===== src/rtl/box_drawer_pkg.sv =====
// ============================================================================
//  Module   : box_draw_pkg
//  Purpose  : Shared state encoding and screen defaults for box_drawer.
//  Revision : 1.0 - initial release
// ============================================================================
`default_nettype none

package box_draw_pkg;

  localparam int c_DEF_SCREEN_W = 160;
  localparam int c_DEF_SCREEN_H = 120;
  localparam int c_DEF_COLOUR_W = 3;
  localparam int c_BLACK        = 0;

  localparam int c_STATE_W = 3;
  typedef logic [c_STATE_W-1:0] state_t;

  localparam state_t c_ST_LOAD_X      = 3'd0;
  localparam state_t c_ST_LOAD_X_WAIT = 3'd1;
  localparam state_t c_ST_LOAD_Y      = 3'd2;
  localparam state_t c_ST_LOAD_Y_WAIT = 3'd3;
  localparam state_t c_ST_DRAW        = 3'd4;
  localparam state_t c_ST_DONE        = 3'd5;
  localparam state_t c_ST_CLEAR       = 3'd6;

endpackage

`default_nettype wire


===== src/rtl/box_drawer_if.sv =====
// ============================================================================
//  Module   : box_drawer_if
//  Purpose  : Coordinate/command inputs and plot outputs of box_drawer.
//             clear_req exists only with BOX_DRAWER_CLEAR_EN.
//  Revision : 1.0 - initial release
// ============================================================================
`default_nettype none

interface box_drawer_if #(
  parameter int X_W      = 8,
  parameter int Y_W      = 7,
  parameter int COLOUR_W = 3
) ();

  logic [X_W-1:0]      data_in;
  logic [COLOUR_W-1:0] colour_in;
  logic                go;
`ifdef BOX_DRAWER_CLEAR_EN
  logic                clear_req;
`endif
  logic [X_W-1:0]      x;
  logic [Y_W-1:0]      y;
  logic [COLOUR_W-1:0] colour;
  logic                plot;
  logic                busy;
  logic                done;

`ifdef BOX_DRAWER_CLEAR_EN
  modport master (
    output data_in, colour_in, go, clear_req,
    input  x, y, colour, plot, busy, done
  );
  modport slave (
    input  data_in, colour_in, go, clear_req,
    output x, y, colour, plot, busy, done
  );
`else
  modport master (
    output data_in, colour_in, go,
    input  x, y, colour, plot, busy, done
  );
  modport slave (
    input  data_in, colour_in, go,
    output x, y, colour, plot, busy, done
  );
`endif

endinterface

`default_nettype wire


===== src/rtl/box_drawer_offset_counter_2d.sv =====
// ============================================================================
//  Module   : offset_counter_2d
//  Purpose  : Raster-order 2-D counter, inner loop fastest, runtime limits.
//  Revision : 1.0 - initial release
// ============================================================================
`default_nettype none

module offset_counter_2d #(
  parameter int IN_W  = 8,
  parameter int OUT_W = 7
) (
  input  logic             clk,
  input  logic             rst,
  input  logic             i_en,
  input  logic             i_clr,
  input  logic [IN_W-1:0]  i_in_max,
  input  logic [OUT_W-1:0] i_out_max,
  output logic [IN_W-1:0]  o_inner,
  output logic [OUT_W-1:0] o_outer,
  output logic             o_last
);

  logic [IN_W-1:0]  r_inner;
  logic [OUT_W-1:0] r_outer;
  logic             w_in_wrap;
  logic             w_out_wrap;

  assign w_in_wrap  = (r_inner == i_in_max);
  assign w_out_wrap = (r_outer == i_out_max);

  always_ff @(posedge clk) begin
    if (rst || i_clr) begin
      r_inner <= '0;
      r_outer <= '0;
    end else if (i_en) begin
      if (w_in_wrap) begin
        r_inner <= '0;
        r_outer <= w_out_wrap ? '0 : r_outer + 1'b1;
      end else begin
        r_inner <= r_inner + 1'b1;
      end
    end
  end

  assign o_inner = r_inner;
  assign o_outer = r_outer;
  assign o_last  = w_in_wrap && w_out_wrap;

endmodule

`default_nettype wire


===== src/rtl/box_drawer.sv =====
// ============================================================================
//  Module   : box_drawer
//  Purpose  : Loads a box origin over a go handshake, then plots a filled
//             BOX_W x BOX_H box one pixel per cycle. Optional full-screen
//             clear enabled by BOX_DRAWER_CLEAR_EN.
//  Revision : 1.0 - initial release
// ============================================================================
`default_nettype none

module box_drawer
  import box_draw_pkg::*;
#(
  parameter int X_W      = 8,
  parameter int Y_W      = 7,
  parameter int SCREEN_W = c_DEF_SCREEN_W,
  parameter int SCREEN_H = c_DEF_SCREEN_H,
  parameter int BOX_W    = 4,
  parameter int BOX_H    = 4,
  parameter int COLOUR_W = c_DEF_COLOUR_W
) (
  input  logic        clk,
  input  logic        reset,
  box_drawer_if.slave bus
);

  localparam logic [X_W-1:0]      c_DRAW_X_MAX  = X_W'(BOX_W - 1);
  localparam logic [Y_W-1:0]      c_DRAW_Y_MAX  = Y_W'(BOX_H - 1);
  localparam logic [X_W-1:0]      c_CLEAR_X_MAX = X_W'(SCREEN_W - 1);
  localparam logic [Y_W-1:0]      c_CLEAR_Y_MAX = Y_W'(SCREEN_H - 1);
  localparam logic [X_W:0]        c_X_LIMIT     = (X_W+1)'(SCREEN_W);
  localparam logic [Y_W:0]        c_Y_LIMIT     = (Y_W+1)'(SCREEN_H);
  localparam logic [COLOUR_W-1:0] c_COLOUR_BLK  = COLOUR_W'(c_BLACK);

  state_t              r_state;
  state_t              w_state_nxt;

  logic [X_W-1:0]      r_origin_x;
  logic [Y_W-1:0]      r_origin_y;
  logic [COLOUR_W-1:0] r_colour_lat;

  logic [X_W-1:0]      r_x;
  logic [Y_W-1:0]      r_y;
  logic [COLOUR_W-1:0] r_colour;
  logic                r_plot;
  logic                r_busy;
  logic                r_done;

  logic                w_draw;
  logic                w_clear_mode;
  logic                w_start_draw;
  logic                w_start_clear;
  logic [X_W-1:0]      w_cx;
  logic [Y_W-1:0]      w_cy;
  logic                w_cnt_last;
  logic [X_W-1:0]      w_in_max;
  logic [Y_W-1:0]      w_out_max;
  logic [X_W-1:0]      w_base_x;
  logic [Y_W-1:0]      w_base_y;
  logic [X_W:0]        w_sum_x;
  logic [Y_W:0]        w_sum_y;
  logic                w_on_screen;

  logic                w_pix_load;
  logic                w_plot_nxt;
  logic                w_busy_nxt;
  logic                w_done_nxt;
  logic [COLOUR_W-1:0] w_pix_colour;

  assign w_draw       = (r_state == c_ST_DRAW);
  assign w_start_draw = (r_state == c_ST_LOAD_Y_WAIT) && !bus.go;

`ifdef BOX_DRAWER_CLEAR_EN
  assign w_clear_mode  = (r_state == c_ST_CLEAR);
  assign w_start_clear = (r_state == c_ST_LOAD_X) && bus.clear_req;
`else
  assign w_clear_mode  = 1'b0;
  assign w_start_clear = 1'b0;
`endif

  // One counter serves both the box and the full-screen sweep.
  assign w_in_max  = w_clear_mode ? c_CLEAR_X_MAX : c_DRAW_X_MAX;
  assign w_out_max = w_clear_mode ? c_CLEAR_Y_MAX : c_DRAW_Y_MAX;

  offset_counter_2d #(
    .IN_W  (X_W),
    .OUT_W (Y_W)
  ) u_offset_counter (
    .clk       (clk),
    .rst       (reset),
    .i_en      (w_draw || w_clear_mode),
    .i_clr     (w_start_draw || w_start_clear),
    .i_in_max  (w_in_max),
    .i_out_max (w_out_max),
    .o_inner   (w_cx),
    .o_outer   (w_cy),
    .o_last    (w_cnt_last)
  );

  // Sums keep the carry so off-screen pixels never wrap back into view.
  assign w_base_x    = w_clear_mode ? '0 : r_origin_x;
  assign w_base_y    = w_clear_mode ? '0 : r_origin_y;
  assign w_sum_x     = {1'b0, w_base_x} + {1'b0, w_cx};
  assign w_sum_y     = {1'b0, w_base_y} + {1'b0, w_cy};
  assign w_on_screen = (w_sum_x < c_X_LIMIT) && (w_sum_y < c_Y_LIMIT);

  always_ff @(posedge clk) begin
    if (reset) begin
      r_state <= c_ST_LOAD_X;
    end else begin
      r_state <= w_state_nxt;
    end
  end

  always_comb begin
    w_state_nxt = r_state;
    case (r_state)
      c_ST_LOAD_X: begin
`ifdef BOX_DRAWER_CLEAR_EN
        if (bus.clear_req) w_state_nxt = c_ST_CLEAR;
        else
`endif
        if (bus.go)        w_state_nxt = c_ST_LOAD_X_WAIT;
      end
      c_ST_LOAD_X_WAIT: if (!bus.go) w_state_nxt = c_ST_LOAD_Y;
      c_ST_LOAD_Y:      if (bus.go)  w_state_nxt = c_ST_LOAD_Y_WAIT;
      c_ST_LOAD_Y_WAIT: if (!bus.go) w_state_nxt = c_ST_DRAW;
      c_ST_DRAW:        if (w_cnt_last) w_state_nxt = c_ST_DONE;
`ifdef BOX_DRAWER_CLEAR_EN
      c_ST_CLEAR:       if (w_cnt_last) w_state_nxt = c_ST_DONE;
`endif
      c_ST_DONE:        w_state_nxt = c_ST_LOAD_X;
      default:          w_state_nxt = c_ST_LOAD_X;
    endcase
  end

  always_comb begin
    w_pix_load   = (w_draw && w_on_screen) || w_clear_mode;
    w_plot_nxt   = w_pix_load;
    w_busy_nxt   = w_draw || w_clear_mode;
    w_done_nxt   = (r_state == c_ST_DONE);
    w_pix_colour = w_clear_mode ? c_COLOUR_BLK : r_colour_lat;
  end

  always_ff @(posedge clk) begin
    if (reset) begin
      r_origin_x   <= '0;
      r_origin_y   <= '0;
      r_colour_lat <= '0;
      r_x          <= '0;
      r_y          <= '0;
      r_colour     <= '0;
      r_plot       <= 1'b0;
      r_busy       <= 1'b0;
      r_done       <= 1'b0;
    end else begin
      if (r_state == c_ST_LOAD_X) r_origin_x <= bus.data_in;
      if (r_state == c_ST_LOAD_Y) r_origin_y <= bus.data_in[Y_W-1:0];
      if (w_start_draw)           r_colour_lat <= bus.colour_in;
      r_plot <= w_plot_nxt;
      r_busy <= w_busy_nxt;
      r_done <= w_done_nxt;
      // Pixel outputs only move when a pixel is actually written.
      if (w_pix_load) begin
        r_x      <= w_sum_x[X_W-1:0];
        r_y      <= w_sum_y[Y_W-1:0];
        r_colour <= w_pix_colour;
      end
    end
  end

  assign bus.x      = r_x;
  assign bus.y      = r_y;
  assign bus.colour = r_colour;
  assign bus.plot   = r_plot;
  assign bus.busy   = r_busy;
  assign bus.done   = r_done;

endmodule

`default_nettype wire


===== src/flat_wrapper.sv =====
// flat-port wrapper written by rule: the top's interface ports become plain ports
module box_drawer_flat import box_draw_pkg::*;
#(
  parameter int X_W      = 8,
  parameter int Y_W      = 7,
  parameter int SCREEN_W = c_DEF_SCREEN_W,
  parameter int SCREEN_H = c_DEF_SCREEN_H,
  parameter int BOX_W    = 4,
  parameter int BOX_H    = 4,
  parameter int COLOUR_W = c_DEF_COLOUR_W
)
  (clk, reset, bus_data_in, bus_colour_in, bus_go, bus_x, bus_y, bus_colour, bus_plot, bus_busy, bus_done);
  box_drawer_if #(.X_W(X_W), .Y_W(Y_W), .COLOUR_W(COLOUR_W)) bus_i ();
  input  logic clk;
  input  logic reset;
  input wire logic [$bits(bus_i.data_in)-1:0] bus_data_in;
  input wire logic [$bits(bus_i.colour_in)-1:0] bus_colour_in;
  input wire logic [$bits(bus_i.go)-1:0] bus_go;
  output wire logic [$bits(bus_i.x)-1:0] bus_x;
  output wire logic [$bits(bus_i.y)-1:0] bus_y;
  output wire logic [$bits(bus_i.colour)-1:0] bus_colour;
  output wire logic [$bits(bus_i.plot)-1:0] bus_plot;
  output wire logic [$bits(bus_i.busy)-1:0] bus_busy;
  output wire logic [$bits(bus_i.done)-1:0] bus_done;
  assign bus_i.data_in = bus_data_in;
  assign bus_i.colour_in = bus_colour_in;
  assign bus_i.go = bus_go;
  assign bus_x = bus_i.x;
  assign bus_y = bus_i.y;
  assign bus_colour = bus_i.colour;
  assign bus_plot = bus_i.plot;
  assign bus_busy = bus_i.busy;
  assign bus_done = bus_i.done;
  box_drawer #(.X_W(X_W), .Y_W(Y_W), .SCREEN_W(SCREEN_W), .SCREEN_H(SCREEN_H), .BOX_W(BOX_W), .BOX_H(BOX_H), .COLOUR_W(COLOUR_W)) u_core (.clk(clk), .reset(reset), .bus(bus_i));
endmodule

===== config.mk =====
export PLATFORM = sky130hd
export DESIGN_NAME = box_drawer_flat
export DESIGN_NICKNAME = d
export VERILOG_FILES = /design/src/rtl/box_drawer_pkg.sv /design/src/rtl/box_drawer_if.sv /design/src/rtl/box_drawer_offset_counter_2d.sv /design/src/rtl/box_drawer.sv /design/src/flat_wrapper.sv
export SDC_FILE = /design/constraint.sdc
export NUM_CORES = 1
export LEC_CHECK = 0
export ABC_CLOCK_PERIOD_IN_PS = 8300
export CAP_MARGIN = 5
export CORE_ASPECT_RATIO = 0.8
export CORE_MARGIN = 5
export CORE_UTILIZATION = 60
export CTS_CLUSTER_SIZE = 30
export DETAILED_ROUTE_END_ITERATION = 7
export PLACE_DENSITY = 0.85
export SLEW_MARGIN = 30
export SYNTH_ARGS = -nofsm -noshare
export SYNTH_HDL_FRONTEND = slang
export SYNTH_SLANG_ARGS = --single-unit
export TNS_END_PERCENT = 10

===== constraint.sdc =====
create_clock -name clk -period 8.3 [get_ports clk]
set_clock_uncertainty 0.05 [all_clocks]
set_input_delay 1.66 -clock clk [delete_from_list [all_inputs] [get_ports clk]]
set_output_delay 1.66 -clock clk [all_outputs]
set_load 0.01 [all_outputs]

==> impl_metrics.ini, run 1 <==
[grt]
grt_pass1_vias = 2338
track_usage_pct = 22.7
grt.overflow.total = 0
grt_start_max_net_pins = 52
grt_pass1_wl_mm = 11.4
antenna_found_initial = 0

[clock_tree]
clockBufferDepth = 2
cts_tree = done
cts-root-buf = clkbuf_8
clk_pin_slew_ns = 0.07
ctsHoldBuffers = 0
clkSinkCount = 57
cts.repair.resized = 0
cts_max_level = 3
clk_latency_ns = 0.35
cts_setup_buffers = 0
cts_made_buffers = 9

[sta]
drv_slew = 0
fin_tns_setup_ns = 0
rsz0062_at_grt = false
setup_viol = 0
fmax_ghz = 0.303
layout_setup_ws_ns = 5.00
slew-limit-headroom_pct = 38.8
tightest_slew_ns = 0.913
period_share_pct = 39.8
final-hold-violation-count = 0
period_minus_slack_ns = 3.30

[power]
ir_worst_vdd_mv = 0.124
p_leak_nw = 1.39
powerDensity_mw_per_mm2 = 164

[die]
die_w_um = 89.3
start_util_pct = 61.0
ios = 35
dieArea_mm2 = 0.00656
num_rows = 23
die_h_um = 73.4
core_region_area_mm2 = 0.00495

[synth]
synth_cells = 328
synth-seq-cells = 57
synth_edf_count = 0
syn-cell-area_mm2 = 0.00302
async_flop_share_pct = 0
ys.flop_type = dfxtp_1
yosys_warnings = 0
avgSynthCellArea_um2 = 9.20
yosys.cell_types.count = 56
ys_seq_area_share_pct = 37.8
synth_nets = 361

[layout]
n_antenna_cell = 0
syn_to_final_growth_pct = 18.8
drive_gt1_share_pct = 9.39
final_core_util_pct = 72.5
design_area_mm2 = 0.00359
fin_nets = 390

[detailed_routing]
post_drt_wl_per_cell_um = 16.0
drc = 0
wirelength_mm = 6.78
ant_nets = 0
drtPass1Iterations = 4
initialDrtViolationCount = 161
vias = 2527
viasPerCell = 5.96

[worst_setup_path]
cp_max_fo = 12
arrival_ns = 3.49
critical_path_class = reg -> reg
startpoint = u_core.u_offset_counter.o_outer[0]
worstPathRequired_ns = 8.49
reg2reg_from = u_core.u_offset_counter.o_outer[0]
cp-end-kind = register
start_kind = register

[worst_hold_path]
hp-start = u_core.bus.x[1]
hold_path_class = reg -> reg

[placement]
routabilityCongestion = 0.854
placed_cell_area_mm2 = 0.00338
post-place-ws_ns = 4.96
dp_hpwl_mm = 4.95
io_buffers = 34

[run]
maxCapViolCount = 0

[run_status]
outcome = finished clean
-- registers in the layout (all words and copies together), names as in the netlist --
| name | cells |
|---|---|
| u_core.r_origin_x | 8 |
| u_core.r_origin_y | 7 |
| u_core.bus.y | 7 |
| u_core.bus.x | 8 |
| u_core.r_state | 3 |
| u_core.u_offset_counter.o_outer | 7 |
| u_core.bus.plot | 1 |
| u_core.bus.busy | 1 |
| u_core.r_colour_lat | 3 |
| u_core.bus.colour | 3 |
| u_core.u_offset_counter.o_inner | 8 |
| u_core.bus.done | 1 |
-- stage by stage --
step / hold WS (ns) / power [mW] / instances
2_1_floorplan: 0.396 / 0.321 / 328
3_3_place_gp: 0.409 / 0.335 / 408
3_5_place_dp: 0.414 / 0.336 / 408
4_1_cts: 0.425 / 0.592 / 424
5_1_grt: 0.443 / 0.615 / 424
6_report: 0.420 / 0.588 / 424
-- cells in the mapped netlist (3+ instances only) --
cell type	number	share of area (%)
dfxtp_1	57	38
nor2_1	49	6.1
mux2i_1	19	6.3
a21oi_1	17	2.8
ha_1	17	7.0
nand4_1	17	3.5
clkbuf_1	16	2.0
nor2b_1	10	2.1
o31ai_1	10	2.5
xnor2_1	10	2.9
xor2_1	10	2.9
nor3_1	7	1.2
o21ai_0	7	1.2
nand2_1	6	0.75
a211oi_1	5	1.2
inv_1	5	0.62
mux2_2	5	1.9
nand3_1	5	0.83
o21a_1	5	1.2
nand2b_1	3	0.62
nor3b_1	3	0.75
nor4_1	3	0.62
-- worst paths after layout --
path         slack, ns               to  cells after the start
max               5.00  u_core.bus.x[5]                     10
min               0.42  u_core.bus.x[1]                      2
max reg2reg       5.00  u_core.bus.x[5]                     10
min reg2reg       0.42  u_core.bus.x[1]                      2
-- cell type report --
class	count	area, µm²
clock buffer	10	138
clock inverter	6	57.6
fill	384	1360
inverter	5	18.8
multi-input combinational	247	1790
sequential	57	1140
tap	62	77.6
timing repair buffer	37	363
-- power by group --
| part | switching, mW | total [mW] | internal [mW] |
|---|---|---|---|
| Clock | 0.112 | 0.257 | 0.144 |
| Sequential | 0.00468 | 0.283 | 0.279 |
| Combinational | 0.0270 | 0.0482 | 0.0212 |
| Total | 0.144 | 0.588 | 0.444 |
-- cells in the final DEF (no fill, tap or decap), types with 2 or more instances in the layout --
cell type / n
nand4_1: 17
mux2_2: 5
xnor2_1: 10
and4_1: 2
o21ai_0: 7
xor2_1: 10
clkinv_2: 4
mux2i_1: 19
and3_1: 2
a21o_1: 2
a21oi_1: 17
nand4b_1: 2
nor2b_1: 10
o21a_1: 5
clkdlybuf4s50_1: 34
nand2b_1: 3
o31ai_1: 10
nor3_1: 6
dfxtp_1: 57
inv_1: 5
fa_1: 2
a211o_1: 2
nand3_1: 5
ha_1: 17
nor3b_1: 3
clkbuf_8: 10
buf_4: 3
a211oi_1: 5
nor4_1: 3
nor3_2: 2
a31oi_1: 2
nand2_1: 6
nor2_1: 49
-- critical path, cell delays in order, from the launching register on --
cell      delay [ns]
dfxtp_1         0.43
ha_1            0.23
inv_1           0.06
fa_1            0.41
nor2b_1         0.21
o21ai_1         0.10
a311oi_1        0.62
nor4b_2         0.12
buf_4           0.22
nor3_4          0.36
mux2_2          0.39
-- cells by family (layout without fill, tap and decap cells) --
logic type                 Yosys count  after routing  share of synthesized area (%)
muxes                               24             24                           8.16
adders and majority gates           19             19                           8.37
buffers and inverters               24             58                           3.27
xor gates and xnor gates            20             20                           5.80
AOI/OAI and AO/OA                   63             63                           14.6
DFF                                 57             57                           37.8
and+or+nand+nor                    121            121                           22.0
-- metal layers --
layer | global-route usage [%] | up-vias | part of all wire (%)
li1 | - | 1260 | -
met3 | 6.28 | 19 | 6.5
met2 | 32.6 | 86 | 43
met4 | 9.42 | 0 | 2.5
met5 | 0 | - | 0
met1 | 32.0 | 1162 | 48
Note: power is estimated with default switching activity, not from simulation.
==> run 2, diff against run 1 <==
--- a/config.mk
+++ b/config.mk
@@ -5,14 +5,14 @@
 export SDC_FILE = /design/constraint.sdc
 export NUM_CORES = 1
 export LEC_CHECK = 0
-export ABC_CLOCK_PERIOD_IN_PS = 8300
+export ABC_CLOCK_PERIOD_IN_PS = 3300
 export CAP_MARGIN = 5
 export CORE_ASPECT_RATIO = 0.8
 export CORE_MARGIN = 5
-export CORE_UTILIZATION = 60
+export CORE_UTILIZATION = 56
 export CTS_CLUSTER_SIZE = 30
 export DETAILED_ROUTE_END_ITERATION = 7
-export PLACE_DENSITY = 0.85
+export PLACE_DENSITY = 0.8
 export SLEW_MARGIN = 30
 export SYNTH_ARGS = -nofsm -noshare
 export SYNTH_HDL_FRONTEND = slang
==> constraint.sdc (replaced) <==
create_clock -name clk -period 3.3 [get_ports clk]
set_clock_uncertainty 0.05 [all_clocks]
set_input_delay 0.66 -clock clk [delete_from_list [all_inputs] [get_ports clk]]
set_output_delay 0.66 -clock clk [all_outputs]
set_load 0.01 [all_outputs]
==> run 2 against run 1 <==
Compared with the run above: non-clock buffer count increased by 3; critical path type unchanged; worst hold slack improved by 0.0055 ns; highest routed layer unchanged; largest power group unchanged; via count about the same; final area increased by 0.56%.
==> impl_metrics.ini, run 2 (synthesized netlist as in run 1, its figures left out) <==
[layout]
fin_nets = 393
layout_common_cells = dfxtp_1 (57), nor2_1 (49), clkdlybuf4s50_1 (34)
syn_to_final_growth_pct = 19.5
design_area_mm2 = 0.00361
drive_gt1_share_pct = 9.32
final_common_cell = dfxtp_1
final_core_util_pct = 70.4
n_antenna_cell = 0

[die]
die_h_um = 75.7
dieArea_mm2 = 0.00697
core_region_area_mm2 = 0.00512
die_w_um = 92.1
num_rows = 23
ios = 35
start_util_pct = 58.9

[worst_setup_path]
reg2reg_slack_ns = 0.13
cp_top_family = simple AND/OR/NAND/NOR gates
cpPeakStageDelay_ns = 0.44
cp_cell_sequence = ha_1 -> fa_1 -> a211o_1 -> a2111oi_2 -> nor2_1 -> or3_4 -> nor3_4 -> mux2_2
critical_path_class = reg -> reg
cp_max_fo = 12
start_kind = register
arrival_ns = 3.35
cpMaxStageDelayCell = fa_1
worstPathRequired_ns = 3.48
ff2ff_path_depth = 8
path_buf_inv = 0
reg2reg_to = u_core.bus.x[7]
reg2reg_from = u_core.u_offset_counter.o_inner[0]
cp-end-kind = register

[clock_tree]
cts-root-buf = clkbuf_8
cts_made_buffers = 9
ctsHoldBuffers = 0
cts_setup_buffers = 0
clockBufferDepth = 2
clk_latency_ns = 0.34
clkSinkCount = 57
cts_tree = done
clk_pin_slew_ns = 0.06
cts_max_level = 3

[grt]
grt_pass1_wl_mm = 11.6
antenna_found_initial = 0
grt.overflow.total = 0
grt_pass1_vias = 2391
track_usage_pct = 21.5
grt_start_max_net_pins = 33

[sta]
fin_tns_setup_ns = 0
period_share_pct = 96.0
final-hold-violation-count = 0
period_minus_slack_ns = 3.17
fmax_ghz = 0.316
slew-limit-headroom_pct = 39.6
tightest_slew_ns = 0.900
drv_slew = 0
setup_viol = 0
rsz0062_at_grt = false

[power]
seqPwrFrac_pct = 48.3
powerDensity_mw_per_mm2 = 409
pwr-share-comb_pct = 8.5
swShare_pct = 23.8
ir_worst_vdd_mv = 0.285
p_leak_nw = 1.42
switching_power_uw = 351
p_int_mw = 1.12
finalPower_mw = 1.48
p_clk_share_pct = 43.2

[placement]
placed_cell_area_mm2 = 0.00341
dp_hpwl_mm = 5.14
io_buffers = 34
routabilityCongestion = 0.886

[worst_hold_path]
hold_path_class = reg -> reg
hold_end = u_core.bus.x[4]
hp-start = u_core.bus.x[4]
min_delay_path_depth = 2

[detailed_routing]
drtPass1Iterations = 4
drc = 0
ant_nets = 0
post_drt_wl_per_cell_um = 16.6
initialDrtViolationCount = 155
wirelength_mm = 7.08
vias = 2525
viasPerCell = 5.91

[run]
maxCapViolCount = 0

[run_status]
outcome = finished clean
==> run 2: worst min-delay path, stage by stage, from the launching register on <==
cell	delay, ns
dfxtp_1	0.31
o31ai_1	0.06
a21oi_1	0.06
==> run 2: layout make-up <==
class                      instances  area, µm²
sequential                        57       1140
timing repair buffer              40        385
inverter                           5       18.8
clock buffer                      13        149
fill                             426       1520
multi-input combinational        247       1800
clock inverter                     3       40.0
tap                               62       77.6
==> run 2: power by group through the flow <==
stage,clock [mW],combinational [mW],sequential [mW]
2_1_floorplan,0,0.0835,0.723
3_3_place_gp,0,0.119,0.727
3_5_place_dp,0,0.122,0.728
4_1_cts,0.653,0.123,0.712
5_1_grt,0.675,0.136,0.714
6_report,0.638,0.125,0.713
==> run 2: per-layer routing <==
metal	track usage, %	vias up	wire [µm]
li1	-	1259	-
met1	28.7	1176	3440
met2	33.7	79	3130
met3	7.01	11	407
met4	6.75	0	97
met5	0	-	0
==> run 2: repair_timing <==
| item | in CTS | in global routing |
|---|---|---|
| resized for setup | 0 | 2 |
| endpoints found under the setup margin | 0 | 14 |
| hold endpoints to repair | 0 | 0 |
==> run 2: how the worst max path moves through the flow <==
stage,startpoint,end,slack (ns),cells after the start
global placement,u_core.u_offset_counter.o_outer[0],u_core.bus.y[3],0.14,9
detailed placement,u_core.u_offset_counter.o_inner[0],u_core.bus.x[7],0.10,8
floorplan,u_core.u_offset_counter.o_inner[0],u_core.bus.x[5],0.38,8
CTS,u_core.u_offset_counter.o_inner[0],u_core.bus.x[7],0.08,8
finish,u_core.u_offset_counter.o_inner[0],u_core.bus.x[7],0.13,8
global route,u_core.u_offset_counter.o_inner[0],u_core.bus.x[7],0.02,8
==> run 2: per-stage QoR <==
| step | instances | hold slack (ns) | worst slack (ns) |
|---|---|---|---|
| after global routing | 427 | 0.443 | 0.0167 |
| final | 427 | 0.425 | 0.134 |
| after CTS | 427 | 0.425 | 0.0833 |
| after detailed placement | 411 | 0.415 | 0.104 |
| after global placement | 411 | 0.410 | 0.143 |
| after floorplan | 328 | 0.396 | 0.384 |
==> run 3, diff against run 2 <==
--- a/config.mk
+++ b/config.mk
@@ -8,7 +8,6 @@
 export ABC_CLOCK_PERIOD_IN_PS = 3300
 export CAP_MARGIN = 5
 export CORE_ASPECT_RATIO = 0.8
-export CORE_MARGIN = 5
 export CORE_UTILIZATION = 56
 export CTS_CLUSTER_SIZE = 30
 export DETAILED_ROUTE_END_ITERATION = 7
==> run 3 against run 2 <==
Compared with the run above: the run now ends with DRC left; via count grew 1.5%; final cell count grew 0.70%; count of clock-buffer cells in the layout shrank 3; global-route usage grew 4.2 points; highest routed layer unchanged; core utilization grew 0.77 points; maximum frequency grew 2.4%; die area shrank 18%; sequential power is essentially flat; clock power shrank 2%.
==> impl_metrics.ini, run 3 (synthesized netlist as in run 1, its figures left out) <==
[clock_tree]
clockBufferDepth = 2
cts-root-buf = clkbuf_8
cts_max_level = 3
cts_tree = done
cts_made_buffers = 9
clkSinkCount = 57
clk_latency_ns = 0.34
clk_pin_slew_ns = 0.07

[grt]
antenna_found_initial = 0
grt_pass1_vias = 2194
track_usage_pct = 25.8
grt_pass1_wl_mm = 11.1
grt.overflow.total = 0
grt_start_max_net_pins = 18

[die]
num_rows = 23
die_w_um = 84.1
core_region_area_mm2 = 0.00509
dieArea_mm2 = 0.00569
ios = 35
start_util_pct = 59.3
die_h_um = 67.7

[worst_setup_path]
start_kind = register
cp_max_fo = 12
arrival_ns = 3.30
worstPathRequired_ns = 3.50
critical_path_class = reg -> reg
reg2reg_from = u_core.u_offset_counter.o_outer[0]
startpoint = u_core.u_offset_counter.o_outer[0]
cp-end-kind = register

[run_status]
violations = DRC
outcome = finished with violations

[detailed_routing]
ant_nets = 0
drtPass1Iterations = 7
viasPerCell = 5.96
wirelength_mm = 6.90
post_drt_wl_per_cell_um = 16.0
vias = 2564
drc = 10
initialDrtViolationCount = 188

[sta]
period_share_pct = 93.7
fmax_ghz = 0.324
rsz0062_at_grt = false
tightest_slew_ns = 0.874
slew-limit-headroom_pct = 41.4
period_minus_slack_ns = 3.09
fin_tns_setup_ns = 0
drv_slew = 0
setup_viol = 0
final-hold-violation-count = 0

[layout]
n_antenna_cell = 0
final_common_cell = dfxtp_1
fin_nets = 396
drive_gt1_share_pct = 10.6
syn_to_final_growth_pct = 20.1
final_core_util_pct = 71.2
layout_common_cells = dfxtp_1 (57), nor2_1 (49), clkdlybuf4s50_1 (34)

[worst_hold_path]
hold_path_class = reg -> reg
hp-start = u_core.bus.x[3]

[placement]
routabilityCongestion = 0.978
io_buffers = 34
dp_hpwl_mm = 5.10

[power]
powerDensity_mw_per_mm2 = 403
ir_worst_vdd_mv = 0.487
p_leak_nw = 1.43

[run]
maxCapViolCount = 0
-- run 3: changes by cell type in the layout (fill, tap and decap cells not counted) --
cell and change:
buf_4 +3, a2111oi_0 +1, clkinv_4 +1, clkbuf_1 -2, clkinv_2 +2, a2111oi_1 -1, clkbuf_8 -1
-- run 3: path summary, 6_finish.rpt --
check / to / slack [ns] / cells past startpoint
worst max-delay path: u_core.bus.y[1] / 0.21 / 10
worst min-delay path: u_core.bus.x[3] / 0.42 / 2
worst max register to register: u_core.bus.y[1] / 0.21 / 10
worst min register to register: u_core.bus.x[3] / 0.42 / 2
-- run 3: stage by stage --
stage | hold WS, ns | power (mW) | worst slack, ns | cell area (µm²) | std cells
2_1_floorplan | 0.396 | 0.806 | 0.384 | 3020 | 328
3_3_place_gp | 0.409 | 0.848 | 0.141 | 3410 | 412
3_5_place_dp | 0.414 | 0.851 | 0.120 | 3420 | 412
4_1_cts | 0.426 | 1.47 | 0.130 | 3600 | 428
5_1_grt | 0.446 | 1.51 | 0.0261 | 3630 | 430
6_report | 0.422 | 1.46 | 0.209 | 3630 | 430
-- run 3: cell type report --
class	count	area, µm²
timing repair buffer	43	408
inverter	5	18.8
clock buffer	10	128
multi-input combinational	247	1790
fill	371	1470
sequential	57	1140
tap	62	77.6
clock inverter	6	58.8
-- run 3: critical path: stages, from the launching register on --
cell,delay [ns]
dfxtp_1,0.45
ha_1,0.22
inv_1,0.06
fa_1,0.40
nor2b_1,0.24
o22ai_1,0.15
xnor2_1,0.24
nor4b_4,0.65
nor3_4,0.15
buf_4,0.18
a211oi_1,0.21
-- run 3: routing by layer --
layer / global-route usage, % / share of wire (%)
met1: 35.5 / 49
met3: 6.23 / 6.3
met2: 39.5 / 43
met5: 0 / 0
met4: 9.48 / 1.7
-- run 3: where the power goes --
group	switching [mW]	internal, mW
Clock	0.279	0.344
Combinational	0.0692	0.0562
Sequential	0.0114	0.701
-- run 3: what timing repair did --
action | CTS | global route
hold endpoints to repair | 0 | 0
buffers inserted | 0 | 2
resized for setup | 0 | 1
endpoints found under the setup margin | 0 | 5
hold buffers | 0 | 0
